==> config.mk <==
export PLATFORM = sky130hd
export DESIGN_NAME = mem_block_copy
export DESIGN_NICKNAME = d
export VERILOG_FILES = /design/src/rtl/mem_block_copy.sv
export SDC_FILE = /design/constraint.sdc
export NUM_CORES = 1
export LEC_CHECK = 0
export CORE_MARGIN = 3
export CORE_UTILIZATION = 47
export DETAILED_ROUTE_END_ITERATION = 8
export GPL_TIMING_DRIVEN = 0
export PLACE_DENSITY = 0.79
export RECOVER_POWER = 50
export SYNTH_ARGS = -nofsm -noshare
export SYNTH_HDL_FRONTEND = slang
export SYNTH_SLANG_ARGS = --single-unit
==> constraint.sdc <==
create_clock -name clk -period 5.25 [get_ports clk]
set_input_delay 1.05 -clock clk [delete_from_list [all_inputs] [get_ports clk]]
set_output_delay 1.05 -clock clk [all_outputs]
set_load 0.01 [all_outputs]
==> src/rtl/mem_block_copy.sv <==
// mem_block_copy
//   Block-copy engine that drives the single-cycle, word-addressed port of
//   the 16-bit memory model. A start request copies `len` words from
//   `src_addr` to `dst_addr`, one read then one write per word, with
//   memmove semantics for overlapping regions. A 16-bit additive checksum
//   of the words read is kept and held until the next accepted start.
//
// Ports
//   clk         clock, all state changes on the rising edge
//   rst         asynchronous reset, active low
//   start       copy request, sampled only in IDLE
//   src_addr    first source word address, latched at start
//   dst_addr    first destination word address, latched at start
//   len         number of words to copy, latched at start (0 is legal)
//   busy        high in READ and WRITE
//   done        one-cycle completion pulse
//   checksum    sum mod 2^DATA_W of the words read by the last copy
//   mem_enable  memory enable
//   mem_wr      memory write strobe
//   mem_addr    memory word address
//   mem_wdata   memory write data
//   mem_rdata   memory read data (combinational read)
//
// States
//   IDLE  | waiting for start, memory port quiet
//   READ  | reading the word at the source pointer
//   WRITE | writing the captured word at the destination pointer
//   DONE  | one-cycle completion pulse

module mem_block_copy #(
    parameter int ADDR_W = 16,
    parameter int DATA_W = 16,
    parameter int LEN_W  = 16
) (
    input  logic              clk,
    input  logic              rst,
    input  logic              start,
    input  logic [ADDR_W-1:0] src_addr,
    input  logic [ADDR_W-1:0] dst_addr,
    input  logic [LEN_W-1:0]  len,
    output logic              busy,
    output logic              done,
    output logic [DATA_W-1:0] checksum,
    output logic              mem_enable,
    output logic              mem_wr,
    output logic [ADDR_W-1:0] mem_addr,
    output logic [DATA_W-1:0] mem_wdata,
    input  logic [DATA_W-1:0] mem_rdata
);

    typedef enum logic [1:0] {
        S_IDLE  = 2'd0,
        S_READ  = 2'd1,
        S_WRITE = 2'd2,
        S_DONE  = 2'd3
    } state_t;

    // One extra bit so src_addr + len cannot overflow in the overlap test.
    localparam int EXT_W = ((ADDR_W > LEN_W) ? ADDR_W : LEN_W) + 1;

    state_t            state_q;
    state_t            state_d;
    logic [ADDR_W-1:0] src_ptr_q;
    logic [ADDR_W-1:0] dst_ptr_q;
    logic [LEN_W-1:0]  count_q;
    logic [DATA_W-1:0] data_q;
    logic [DATA_W-1:0] checksum_q;
    logic              backward_q;

    logic [EXT_W-1:0]  src_ext;
    logic [EXT_W-1:0]  dst_ext;
    logic [EXT_W-1:0]  len_ext;
    logic [EXT_W-1:0]  src_end;
    logic              start_backward;
    logic [ADDR_W-1:0] len_addr;
    logic [ADDR_W-1:0] src_last;
    logic [ADDR_W-1:0] dst_last;

    assign src_ext = EXT_W'(src_addr);
    assign dst_ext = EXT_W'(dst_addr);
    assign len_ext = EXT_W'(len);
    assign src_end = src_ext + len_ext;

    // Destination starts inside the source region above its base: a forward
    // copy would overwrite source words before they are read, so run
    // backward from the last word instead.
    assign start_backward = (dst_ext > src_ext) && (dst_ext < src_end);

    assign len_addr = ADDR_W'(len);
    assign src_last = src_addr + len_addr - ADDR_W'(1);
    assign dst_last = dst_addr + len_addr - ADDR_W'(1);

    assign checksum = checksum_q;

    always_ff @(posedge clk or negedge rst) begin
        if (!rst) begin
            state_q <= S_IDLE;
        end else begin
            state_q <= state_d;
        end
    end

    // Memory port outputs are decoded from registered state and pointers
    // only; start never reaches them combinationally.
    always_comb begin
        state_d    = state_q;
        busy       = 1'b0;
        done       = 1'b0;
        mem_enable = 1'b0;
        mem_wr     = 1'b0;
        mem_addr   = '0;
        mem_wdata  = '0;
        case (state_q)
            S_IDLE: begin
                if (start) begin
                    state_d = (len == '0) ? S_DONE : S_READ;
                end
            end
            S_READ: begin
                busy       = 1'b1;
                mem_enable = 1'b1;
                mem_addr   = src_ptr_q;
                state_d    = S_WRITE;
            end
            S_WRITE: begin
                busy       = 1'b1;
                mem_enable = 1'b1;
                mem_wr     = 1'b1;
                mem_addr   = dst_ptr_q;
                mem_wdata  = data_q;
                state_d    = (count_q == LEN_W'(1)) ? S_DONE : S_READ;
            end
            S_DONE: begin
                done    = 1'b1;
                state_d = S_IDLE;
            end
            default: begin
                state_d = S_IDLE;
            end
        endcase
    end

    always_ff @(posedge clk or negedge rst) begin
        if (!rst) begin
            src_ptr_q  <= '0;
            dst_ptr_q  <= '0;
            count_q    <= '0;
            data_q     <= '0;
            checksum_q <= '0;
            backward_q <= 1'b0;
        end else begin
            case (state_q)
                S_IDLE: begin
                    if (start) begin
                        checksum_q <= '0;
                        count_q    <= len;
                        backward_q <= start_backward;
                        src_ptr_q  <= start_backward ? src_last : src_addr;
                        dst_ptr_q  <= start_backward ? dst_last : dst_addr;
                    end
                end
                S_READ: begin
                    data_q     <= mem_rdata;
                    checksum_q <= checksum_q + mem_rdata;
                    src_ptr_q  <= backward_q ? (src_ptr_q - ADDR_W'(1))
                                             : (src_ptr_q + ADDR_W'(1));
                end
                S_WRITE: begin
                    dst_ptr_q <= backward_q ? (dst_ptr_q - ADDR_W'(1))
                                            : (dst_ptr_q + ADDR_W'(1));
                    count_q   <= count_q - LEN_W'(1);
                end
                default: begin
                end
            endcase
        end
    end

endmodule

==> reports/qor.log, run 1 <==
[clock_network] TritonCTS clock tree built
[cells_and_area] P&R area growth vs syn 21.2%
[place] instance area after placement 11000 µm²
[synth] Distinct cells, synth 66
[clock_network] number of buffers on the longest clock path 2
[synth] sequential fraction of the synthesis area 21.9%
[die] effective utilization at floorplan 48.2%
[route] post-route antenna net violation count 0
[job] maximum capacitance violations 2
[cells_and_area] diode insertion count for antenna repair 0
[timing] max-slew violations 86
[timing] total of endpoints with negative setup slack in the final report 0
[synth] cell count after synthesis 1142
[synth] fraction of registers with async set or reset after synthesis 100%
[die] Placeable Area 19700 µm²
[timing] remaining max-slew budget at the tightest pin -53.7%
[synth] count of synthesis-stage warnings from yosys 0
[global_routing] via count of the first global-routing pass 8796
[clock_network] Clock transition at path regs 0.06 ns
[clock_network] clock latency at the later pin of the worst-skew pair 0.36 ns
[cells_and_area] fraction of final layout cells with drive strength greater than 1 7.24%
[synth] most frequent cells after synthesis 154 x ha_1, 119 x inv_1, 98 x a21oi_1
[clock_network] number of levels the H-tree was split into 3
[synth] leading cell types by total area after synthesis dfrtp_1 22%, ha_1 20%, a21oi_1 5.2%, xnor2_1 5.0%, inv_1 4.7%
[place] placed cell count 1526
[global_routing] total global routing overflow 0
[global_routing] initial antenna violation count 0
[global_routing] global-route wire length before repair 45.3 mm
[synth] post-synth net total 1369
[die] Die Y-Extent 148 µm
[synth] number of enable flip-flop cells after synthesis 0
[cells_and_area] number of nets in the final layout 1506
[power_and_ir_drop] VDD IR max 0.000191 V
[worst_setup_path] top fanout value on the critical path 10
[route] starting DRC count in detailed routing 663
[worst_setup_path] Bufs and invs on worst path 5
[place] GPL Wtd Cong 0.923
[die] standard-cell row count 51
[synth] combined area of all synthesized cells 9480 µm²
[power_and_ir_drop] power density cells 260 nW/µm²
[clock_network] buffer type at the clock tree root clkbuf_16
[clock_network] number of buffers inserted during clock tree synthesis 9
[cells_and_area] Cell Count, Final, Fillers Out 1549
[timing] Post-Route Skew 0.00829 ns
[run_status] outcome finished, violations left
[worst_setup_path] Worst setup EP type flop
[global_routing] global router's overall resource usage 25.6%
[timing] measured slew at the worst slew-check pin 2.31 ns
[synth] dominant cell by count in the synthesized netlist ha_1
[worst_setup_path] data required time at the worst endpoint 5.46 ns
[synth] Avg Synthesized Cell Area 8.30 µm²
[route] detailed-route wire length 28.4 mm
[route] Via-to-Cell Ratio 5.92
[timing] setup slack of the critical path after layout 0.159 ns
[route] via total after detailed routing 9171
[power_and_ir_drop] leakage power figure 5.35 nW
[route] WL/cell 18.4 µm
[die] number of top-level pins 119
[synth] fraction of synthesized cell area taken by the top area cell type 21.9%
[worst_setup_path] delay of the slowest critical-path stage 0.54 ns
[cells_and_area] Filler Cells Inserted 1785
[worst_setup_path] launching element type of the critical path input pin
[cells_and_area] final cell area excluding filler cells 11500 µm²
[worst_setup_path] signal arrival time at the worst endpoint 5.30 ns
[synth] leading register cell type out of synthesis dfrtp_1
[run_status] violated checks max-capacitance violations, max-slew violations
[timing] share of the cycle needed by the critical path after routing 97.0%
[route] count of unresolved DRC violations after routing 0
[route] detailed-routing iteration count for the pre-antenna-repair pass 5
[worst_setup_path] CP delay by family, top compound AO/OA/AOI/OAI gates
[hold_path] number of stages on the worst hold path 1
[synth] cell type with the largest total area after synthesis dfrtp_1
[timing] endpoints failing hold 0
[place] hpwl dp 22.1 mm
[power_and_ir_drop] post-route total power 2.99 mW
[place] count of port buffers added during placement 118
[place] setup slack after placement -1.12 ns
[worst_setup_path] depth of the worst register-to-register path 11
[timing] Total Negative Setup Slacks 0 ns
[worst_setup_path] classification of the worst setup path input pin to flop
[die] overall die area 21900 µm²
[worst_setup_path] slowest cell on the critical path clkdlybuf4s50_1
[synth] total of flip-flops plus latches after synthesis 83
[clock_network] Clock Sinks 83
[die] Die X 148 µm
[worst_setup_path] number of cells on the critical path 25
[timing] final worst path period need 5.09 ns
[global_routing] maximum number of pins on one net before global-route repair 51
[hold_path] Hold Path Class flop to flop
[timing] highest clock frequency the design can meet 196 MHz
[routing by layer]
metal	up-vias	routed length (µm)	GRT usage (%)	part of all wire [%]
met5	-	0	0	0
met4	0	1180	10.7	4.2
met3	68	1800	3.89	6.3
met1	4364	12200	34.0	43
met2	343	13200	41.8	47
li1	4396	-	-	-
[final timing paths]
check	startpoint	endpoint	slack (ns)
hold / removal	data_q[14]	data_q[14]	0.50
setup / recovery	src_addr[3]	dst_ptr_q[15]	0.16
hold reg to reg	data_q[14]	data_q[14]	0.50
min in group asynchronous	rst	checksum[13]	1.25
setup reg to reg	backward_q	src_ptr_q[14]	1.61
max in group asynchronous	rst	data_q[1]	0.84
[area by class of cell]
| cell class | count | area, µm² | area share (%) |
|---|---|---|---|
| Buffer | 30 | 133 | 1.16 |
| Multi-Input combinational cell | 906 | 6950 | 60.5 |
| Inverter | 123 | 462 | 4.02 |
| Clock inverter | 5 | 60.1 | 0.523 |
| Sequential cell | 83 | 2080 | 18.1 |
| Timing Repair Buffer | 126 | 1220 | 10.6 |
| Tap cell | 265 | 332 | 2.89 |
| Clock buffer | 11 | 253 | 2.20 |
[placed cells by master (no fill, tap or decap), drive strengths merged, types with 8 or more instances in the layout]
cell type	Yosys	final
a22oi	21	21
mux2i	29	29
and2	23	23
a21oi	100	100
o22ai	26	26
nor2	66	66
nor3	29	29
buf	9	15
nor2b	25	25
o21ai	76	76
xor2	20	20
nand2	62	62
or3	11	11
dfrtp	83	83
nor4	10	10
a21o	23	23
o21bai	11	11
mux2	17	17
nand3	24	24
a31oi	8	8
clkbuf	21	39
clkdlybuf4s50	0	94
inv	120	122
a211oi	11	11
nand2b	10	10
o21a	10	10
xnor2	54	54
ha	154	154
[flip-flops by register name, summed over array words and instances (netlist names)]
register	cells
state_q	2
src_ptr_q	16
data_q	16
checksum	16
backward_q	1
count_q	16
dst_ptr_q	16
[power breakdown]
| part | leakage [nW] | switching [mW] | internal (mW) |
|---|---|---|---|
| sequential | 0.942 | 0.0701 | 0.717 |
| combinational | 4.25 | 0.806 | 0.713 |
| clock | 0.152 | 0.284 | 0.397 |
| total | 5.35 | 1.16 | 1.83 |
[timing repair]
action,in CTS,in global routing
pin swaps,8,11
hold endpoints to repair,0,0
resized for setup,34,31
endpoints found under the setup margin,33,33
setup buffers,5,2
hold buffers,0,0
[kinds of logic (layout without fill, tap and decap cells)]
| group | count (synthesis) | in the layout | synth area share (%) |
|---|---|---|---|
| mux | 46 | 46 | 5.08 |
| buf+inv | 153 | 295 | 6.27 |
| simple gates | 280 | 280 | 14.6 |
| flops | 83 | 83 | 21.9 |
| fa+ha+maj | 160 | 160 | 21.6 |
| compound gates | 346 | 346 | 23.7 |
| xor+xnor | 74 | 74 | 6.84 |
[worst register-to-register path, stage by stage, from the launching register on]
cell,delay (ns)
dfrtp_1,1.18
inv_1,0.33
fa_1,0.48
nor2b_1,0.20
o21ai_1,0.12
a21boi_1,0.26
or3_1,0.15
a21o_1,0.16
a31oi_1,0.14
o21ai_1,0.18
xnor2_1,0.10
a221oi_2,0.27
[through the flow]
stage / hold WS (ns) / utilization [%]
after floorplan: 0.473 / -
after global placement: 0.482 / 55.9
after detailed placement: 0.491 / 56.0
after CTS: 0.505 / 58.2
after global routing: 0.517 / 58.4
final: 0.502 / 58.4
Note: power is estimated with default switching activity, not from simulation.
==> run 2, diff against run 1 <==
--- a/config.mk
+++ b/config.mk
@@ -11,6 +11,7 @@
 export GPL_TIMING_DRIVEN = 0
 export PLACE_DENSITY = 0.79
 export RECOVER_POWER = 50
+export SLEW_MARGIN = 40
 export SYNTH_ARGS = -nofsm -noshare
 export SYNTH_HDL_FRONTEND = slang
 export SYNTH_SLANG_ARGS = --single-unit
==> run 2 against run 1 <==
Net effect: the flow still finishes with violations (max-capacitance violations, max-slew violations); fmax is 0.35% lower; clock skew shrank 0.0019 ns; clock power barely moved; highest routed layer unchanged.
==> reports/qor.log, run 2 (same netlist as run 1, synthesis figures left out) <==
[place] placed cell count 1526
[die] Die X 148 µm
[timing] remaining max-slew budget at the tightest pin -73.1%
[power_and_ir_drop] leakage power figure 5.36 nW
[timing] Post-Route Skew 0.00644 ns
[hold_path] Hold Path Class flop to flop
[global_routing] via count of the first global-routing pass 8785
[route] via total after detailed routing 9199
[cells_and_area] most common cell after layout, fill and taps aside ha_1
[route] starting DRC count in detailed routing 664
[power_and_ir_drop] VDD IR max 0.000187 V
[global_routing] initial antenna violation count 0
[clock_network] buffer type at the clock tree root clkbuf_16
[clock_network] clock latency at the later pin of the worst-skew pair 0.36 ns
[route] WL/cell 18.4 µm
[clock_network] number of levels the H-tree was split into 3
[power_and_ir_drop] power density cells 259 nW/µm²
[run_status] violated checks max-capacitance violations, max-slew violations
[worst_setup_path] slowest cell on the critical path or3_1
[die] Placeable Area 19700 µm²
[clock_network] number of buffers inserted during clock tree synthesis 9
[global_routing] total global routing overflow 0
[global_routing] global-route wire length before repair 45.0 mm
[run_status] outcome finished, violations left
[clock_network] Clock transition at path regs 0.06 ns
[cells_and_area] final cell area excluding filler cells 11500 µm²
[global_routing] maximum number of pins on one net before global-route repair 57
[timing] final worst path period need 5.11 ns
[worst_setup_path] delay of the slowest critical-path stage 0.37 ns
[cells_and_area] Filler Cells Inserted 1780
[die] overall die area 21900 µm²
[timing] Total Negative Setup Slacks 0 ns
[cells_and_area] area of the multi-input gates 6950 µm²
[die] effective utilization at floorplan 48.2%
[place] GPL Wtd Cong 0.923
[cells_and_area] P&R area growth vs syn 21.3%
[worst_setup_path] classification of the worst setup path input pin to flop
[clock_network] number of buffers on the longest clock path 2
[cells_and_area] number of nets in the final layout 1506
[clock_network] TritonCTS clock tree built
[die] standard-cell row count 51
[place] instance area after placement 11000 µm²
[place] count of port buffers added during placement 118
[route] detailed-routing iteration count for the pre-antenna-repair pass 6
[timing] max-slew violations 86
[worst_setup_path] data required time at the worst endpoint 5.46 ns
[timing] measured slew at the worst slew-check pin 2.60 ns
[worst_setup_path] Bufs and invs on worst path 5
[place] hpwl dp 22.1 mm
[route] count of unresolved DRC violations after routing 0
[route] post-route antenna net violation count 0
[timing] total of endpoints with negative setup slack in the final report 0
[cells_and_area] fraction of final layout cells with drive strength greater than 1 7.01%
[timing] endpoints failing hold 0
[worst_setup_path] Worst setup EP type flop
[worst_setup_path] launching element type of the critical path input pin
[route] Via-to-Cell Ratio 5.94
[die] Die Y-Extent 148 µm
[worst_setup_path] signal arrival time at the worst endpoint 5.32 ns
[worst_setup_path] top fanout value on the critical path 10
[route] detailed-route wire length 28.5 mm
[timing] highest clock frequency the design can meet 196 MHz
[cells_and_area] combined flip-flop and latch cell area 2080 µm²
[global_routing] global router's overall resource usage 25.4%
[worst_setup_path] CP delay by family, top compound AO/OA/AOI/OAI gates
[job] maximum capacitance violations 2
[clock_network] number of hold buffers added after cts 0
[die] number of top-level pins 119
[cells_and_area] Cell Count, Final, Fillers Out 1549
[power_and_ir_drop] post-route total power 2.98 mW
[timing] share of the cycle needed by the critical path after routing 97.3%
[cells_and_area] commonest cells after routing, fill and taps aside 148 x ha_1, 117 x inv_1, 96 x a21oi_1
[cells_and_area] diode insertion count for antenna repair 0
[clock_network] Clock Sinks 83
==> run 2: final timing paths <==
kind,cells after the start,start,end,slack [ns]
max,25,len[2],dst_ptr_q[15],0.14
min,1,data_q[14],data_q[14],0.50
max reg2reg,10,backward_q,src_ptr_q[15],2.02
min reg2reg,1,data_q[14],data_q[14],0.50
max in group asynchronous,2,rst,data_q[4],0.90
min in group asynchronous,1,rst,src_ptr_q[4],1.07
==> run 2: worst reg2reg max path: stages, from the launching register on <==
cell	delay, ns
dfrtp_2	0.81
ha_1	0.41
o21ai_0	0.31
o21ai_1	0.13
nand4_1	0.16
a21boi_1	0.10
or4_1	0.42
a31oi_1	0.29
xnor2_1	0.12
a211o_1	0.29
a22oi_1	0.13
==> run 2: power breakdown <==
part	total [mW]	internal [mW]	leakage, nW	switching (mW)
clock	0.680	0.397	0.152	0.283
combinational	1.52	0.713	4.27	0.804
sequential	0.785	0.717	0.940	0.0689
==> run 2: layout make-up <==
cell class	instances	area share, %
Buffer	30	1.15
Clock buffer	11	2.20
Clock inverter	5	0.522
Inverter	123	4.02
Multi-Input combinational cell	906	60.5
Sequential cell	83	18.1
Tap cell	265	2.88
Timing Repair Buffer	126	10.7
==> run 2: routing by layer <==
metal | part of all wire, % | wire (µm) | global-route usage [%] | vias to the layer above
li1 | - | - | - | 4404
met1 | 43 | 12300 | 33.9 | 4408
met2 | 47 | 13300 | 40.9 | 316
met3 | 6.2 | 1770 | 4.14 | 71
met4 | 3.9 | 1120 | 11.1 | 0
met5 | 0 | 0 | 0 | -
==> run 2: metrics by stage <==
stage | hold slack [ns] | setup slack (ns) | utilization (%)
CTS | 0.503 | 0.000671 | 58.2
global route | 0.514 | -0.0137 | 58.5
detailed placement | 0.489 | -1.13 | 56.1
global placement | 0.482 | -0.973 | 55.9
floorplan | 0.473 | 0.602 | -
finish | 0.501 | 0.141 | 58.5
==> run 2: what timing repair did <==
action                                 4_1_cts  5_1_grt
gates cloned                                 0        0
endpoints found under the hold margin        0        0
setup buffers                                5        2
pin swaps                                    8       11
setup endpoints to repair                   33       33
gates resized for setup                     32       32
